===== src/rtl/hd44780_reader.sv =====
// HD44780 read engine: one RS/RW/E read transaction per request.
// Define HD44780_READER_4BIT_EN to build the 4-bit variant (two strobes, DB[7:4] only).
module hd44780_reader #(
   parameter int unsigned SETUP_CYCLES  = 2,
   parameter int unsigned E_HIGH_CYCLES = 25,
   parameter int unsigned E_LOW_CYCLES  = 25
) (
   input  logic       clk,
   input  logic       rst,
   input  logic       req,
   input  logic       rs_sel,
   output logic       ready,
   output logic       valid,
   output logic [7:0] rdata,
   output logic       busy,
   output logic       lcd_rs,
   output logic       lcd_rw,
   output logic       lcd_e,
   input  logic [7:0] lcd_db_in
);

   localparam int unsigned MaxSH     = (SETUP_CYCLES > E_HIGH_CYCLES) ? SETUP_CYCLES
                                                                      : E_HIGH_CYCLES;
   localparam int unsigned MaxCycles = (MaxSH > E_LOW_CYCLES) ? MaxSH : E_LOW_CYCLES;
   localparam int unsigned CntW      = $clog2(MaxCycles) + 1;

   typedef enum logic [2:0] {StIdle, StSetup, StEHigh, StELow, StDone} state_e;

   state_e            state_q, state_d;
   logic [CntW-1:0]   cnt_q, cnt_d;
   logic              rs_q, rs_d;
   logic [7:0]        rdata_q, rdata_d;
   logic              busy_q, busy_d;
   logic              last_nib;

`ifdef HD44780_READER_4BIT_EN
   logic nib_q, nib_d;
   logic unused_db_low;
   assign unused_db_low = ^lcd_db_in[3:0];
   assign last_nib      = nib_q;
`else
   assign last_nib = 1'b1;
`endif

   always_comb begin
      state_d = state_q;
      cnt_d   = cnt_q;
      rs_d    = rs_q;
      rdata_d = rdata_q;
      busy_d  = busy_q;
`ifdef HD44780_READER_4BIT_EN
      nib_d   = nib_q;
`endif
      ready   = 1'b0;
      valid   = 1'b0;
      lcd_e   = 1'b0;
      lcd_rw  = 1'b0;
      lcd_rs  = 1'b0;
      unique case (state_q)
         StIdle: begin
            ready = 1'b1;
            if (req) begin
               rs_d    = rs_sel;
               cnt_d   = CntW'(SETUP_CYCLES - 1);
               state_d = StSetup;
`ifdef HD44780_READER_4BIT_EN
               nib_d   = 1'b0;
`endif
            end
         end
         StSetup: begin
            lcd_rw = 1'b1;
            lcd_rs = rs_q;
            if (cnt_q == '0) begin
               cnt_d   = CntW'(E_HIGH_CYCLES - 1);
               state_d = StEHigh;
            end else begin
               cnt_d = cnt_q - CntW'(1);
            end
         end
         StEHigh: begin
            lcd_e  = 1'b1;
            lcd_rw = 1'b1;
            lcd_rs = rs_q;
            if (cnt_q == '0) begin
               // Capture on the same edge that drops E.
`ifdef HD44780_READER_4BIT_EN
               if (!nib_q) rdata_d[7:4] = lcd_db_in[7:4];
               else        rdata_d[3:0] = lcd_db_in[7:4];
`else
               rdata_d = lcd_db_in;
`endif
               cnt_d   = CntW'(E_LOW_CYCLES - 1);
               state_d = StELow;
            end else begin
               cnt_d = cnt_q - CntW'(1);
            end
         end
         StELow: begin
            lcd_rw = 1'b1;
            lcd_rs = rs_q;
            if (cnt_q == '0) begin
               if (last_nib) begin
                  // Update busy on entry to DONE so it is valid alongside the pulse.
                  if (!rs_q) busy_d = rdata_q[7];
                  state_d = StDone;
               end else begin
`ifdef HD44780_READER_4BIT_EN
                  nib_d   = 1'b1;
`endif
                  cnt_d   = CntW'(E_HIGH_CYCLES - 1);
                  state_d = StEHigh;
               end
            end else begin
               cnt_d = cnt_q - CntW'(1);
            end
         end
         StDone: begin
            valid   = 1'b1;
            state_d = StIdle;
         end
         default: state_d = StIdle;
      endcase
   end

   always_ff @(posedge clk) begin
      if (rst) begin
         state_q <= StIdle;
         cnt_q   <= '0;
         rs_q    <= 1'b0;
         rdata_q <= 8'h00;
         busy_q  <= 1'b0;
`ifdef HD44780_READER_4BIT_EN
         nib_q   <= 1'b0;
`endif
      end else begin
         state_q <= state_d;
         cnt_q   <= cnt_d;
         rs_q    <= rs_d;
         rdata_q <= rdata_d;
         busy_q  <= busy_d;
`ifdef HD44780_READER_4BIT_EN
         nib_q   <= nib_d;
`endif
      end
   end

   assign rdata = rdata_q;
   assign busy  = busy_q;

endmodule


===== config.mk =====
export PLATFORM = sky130hd
export DESIGN_NAME = hd44780_reader
export DESIGN_NICKNAME = d
export VERILOG_FILES = /design/src/rtl/hd44780_reader.sv
export SDC_FILE = /design/constraint.sdc
export NUM_CORES = 1
export LEC_CHECK = 0
export ABC_AREA = 1
export CAP_MARGIN = 20
export CORE_MARGIN = 2
export CORE_UTILIZATION = 47
export CTS_CLUSTER_SIZE = 24
export DETAILED_ROUTE_END_ITERATION = 10
export GPL_ROUTABILITY_DRIVEN = 0
export MAX_ROUTING_LAYER = met4
export PLACE_DENSITY = 0.81
export REMOVE_ABC_BUFFERS = 1
export SLEW_MARGIN = 40
export SYNTH_ARGS = -nofsm -noshare
export SYNTH_HDL_FRONTEND = slang
export SYNTH_SLANG_ARGS = --single-unit

===== constraint.sdc =====
create_clock -name clk -period 1.5 [get_ports clk]
set_input_delay 0.15 -clock clk [delete_from_list [all_inputs] [get_ports clk]]
set_output_delay 0.15 -clock clk [all_outputs]
set_load 0.005 [all_outputs]

==> reports/results.ini <==
[global_routing]
grt_start_max_net_pins = 12
use_met3_pct = 5.060
grt.overflow.total = 0
grt.busiest_layer = met2
grtUsageMet2_pct = 39.25
grt_util_met1_pct = 23.20
grt_pass1_vias = 958
grt_use_total_pct = 21.84
grt_pass1_wl_um = 4119
antenna_found_initial = 0

[setup_path]
r2r_end = cnt_q[0]$_SDFFE_PP0P_
r2r_setup_slack_ns = 0.07
start_kind = flop
worst_setup_path_end_kind = flop
endpoint = cnt_q[0]$_SDFFE_PP0P_
startpoint = cnt_q[0]$_SDFFE_PP0P_
critPathMaxFanout = 10
arrival_ns = 1.63
reg2reg_depth = 9
worstSetupPathType = reg2reg
worstPathRequired_ns = 1.70
r2r_start = cnt_q[0]$_SDFFE_PP0P_

[sta]
period_minus_slack_ns = 1.433
tightest_slew_ns = 0.3066
fin_crit_sh_pct = 95.54
slew_violations = 0
final.setup.worst_slack_ns = 0.06687
relSlewSlack_pct = 79.51
finalHoldViolCount = 0
hold_slack_ns = 0.4405
clock.fmax_ghz = 0.6978
fin_skew_ns = 0.001949
setup_viol = 0

[drt]
ant_nets = 0
drcViolationCount = 0
wl_per_cell_um = 12.79
vias = 1072
wl_um = 2738
detail_route.first_pass.iterations = 5
detail_route.iter0.violations = 20
avgViaCountPerCell = 5.009

[die]
die_y_um = 50.67
core_um2 = 2002
top_level_ports = 26
die-area_um2 = 2567
rows = 16
initial_utilization_pct = 51.13
die_width_um = 50.67

[synth]
async_flop_share_pct = 0
synth_seq_area_share_pct = 37.16
synth_edf_count = 0
synth-seq-cells = 19
yosys.area.top_type_share_pct = 37.16
synth_top_area_cell = dfxtp_1
yosysMostFrequentCell = nand2_1
ys.warnings.count = 0
syn_inst = 149
synth_ff_type = dfxtp_1
ys_types = 21
syn_avg_cell_area_um2 = 6.869
synth_area_leaders = dfxtp_1, nand2_1, nor2_1
synthesis.area_um2 = 1023
ys_top_cells_by_count = nand2_1, nor2_1, dfxtp_1, inv_1, nand3_1

[layout]
final_cells = 214
drive_above_1_share_pct = 23.53
num-fill-cells = 153
fin_nets = 201
diodes = 0
syn2layout_area_growth_pct = 41.81

[power]
power_density_nw_per_um2 = 2008
vdd_ir_drop_max_uv = 1058
p_leak_nw = 0.6884

[placement]
dpl.cell_count = 204
pre_cts_slack_ns = 0.05983
io_buffers = 25
dpl.hpwl_um = 1834

[clocking]
root_buffer = clkbuf_4
cts.sinks = 19
htreeDepth = 1
worst_skew_pair.late_latency_ns = 0.30
clkSlewWorstSetupHoldPaths_ns = 0.11
clockBufferDepth = 2
cts_tree = done
hold_buffers = 0
cts_buffers = 3

[worst_hold_path]
hp-class = in2reg

[run]
drv_cap = 0

[status]
status = finished clean

[metal layers]
metal  up-vias  share of wire, %
met2        41                53
met3        10               5.7
li1        541                 -
met4         0               3.3
met1       480                38
met5         -                 0
[sequential cells by signal, summed over array words and instances, names as in the netlist]
signal and flops:
rdata 8, state_q 3, busy 1, rs_q 1, cnt_q 6
[through the flow]
step | cell area [um^2] | setup TNS, ns | utilization [%] | power [mW]
2_1_floorplan | 1008 | 0 | - | 1.885
3_3_place_gp | 1330 | 0 | 66.44 | 2.311
3_5_place_dp | 1330 | 0 | 66.44 | 2.372
4_1_cts | 1378 | -0.4128 | 68.81 | 2.695
5_1_grt | 1451 | -0.03714 | 72.50 | 3.151
6_report | 1451 | 0 | 72.50 | 2.914
[worst min-delay path by stage]
stage                                      from                      end  slack (ns)  cells after the start
after floorplan                             rst  state_q[1]$_SDFFE_PP0P_        0.21                      1
after global placement    rdata[7]$_SDFFE_PP0P_    rdata[7]$_SDFFE_PP0P_        0.45                      2
after detailed placement  rdata[7]$_SDFFE_PP0P_    rdata[7]$_SDFFE_PP0P_        0.46                      2
after CTS                                   rst  state_q[1]$_SDFFE_PP0P_        0.43                      2
after global routing                        rst  state_q[1]$_SDFFE_PP0P_        0.43                      2
final                              lcd_db_in[3]    rdata[3]$_SDFFE_PP0P_        0.44                      3
[worst max-delay path: stages, from the launching register on]
cell,delay [ns]
dfxtp_1,0.33
inv_1,0.12
ha_4,0.17
nand2_1,0.09
nor2_4,0.16
nand3_4,0.16
nand2_4,0.12
nand2_1,0.06
nand2_1,0.07
nor2_1,0.05
[final cells by class]
class                      count  area [um^2]  area share (%)
timing repair buffer          36        337.8           23.28
tap                           27        33.78           2.328
clock buffer                   3        22.52           1.552
multi-input combinational    110        595.6           41.03
inverter                      18        70.07           4.828
sequential                    19        386.6           26.64
clock inverter                 1        5.005          0.3448
[cell families after synthesis]
group | after synthesis | share of synthesized area, %
buffers and inverters | 20 | 8.313
AOI/OAI and AO/OA | 16 | 9.291
and+or+nand+nor | 93 | 44.01
adders and majority gates | 1 | 1.222
DFF | 19 | 37.16
[placed cells by master, fill, tap and decap left out, types with 3 or more instances in the layout]
master,synthesis,routed
o21ai_1,9,9
nand3_1,10,10
nor2_4,5,8
a21oi_1,3,3
dlymetal6s2s_1,0,3
nor2_1,29,29
inv_2,6,6
dfxtp_1,19,16
nand2_1,37,35
clkdlybuf4s50_1,0,20
buf_4,2,11
clkbuf_4,0,3
inv_1,11,11
[where the power goes]
part,switching [mW],internal [mW],total [mW]
Combinational,1.06,0.790,1.85
Clock,0.165,0.0993,0.264
Sequential,0.141,0.659,0.800
[repair_timing]
action / CTS / global route
endpoints found under the setup margin: 5 / 20
pin swaps: 1 / 2
gates resized for setup: 5 / 12
hold endpoints to repair: 0 / 0
setup buffers: 2 / 4
Power figures use the tool's default switching activity.
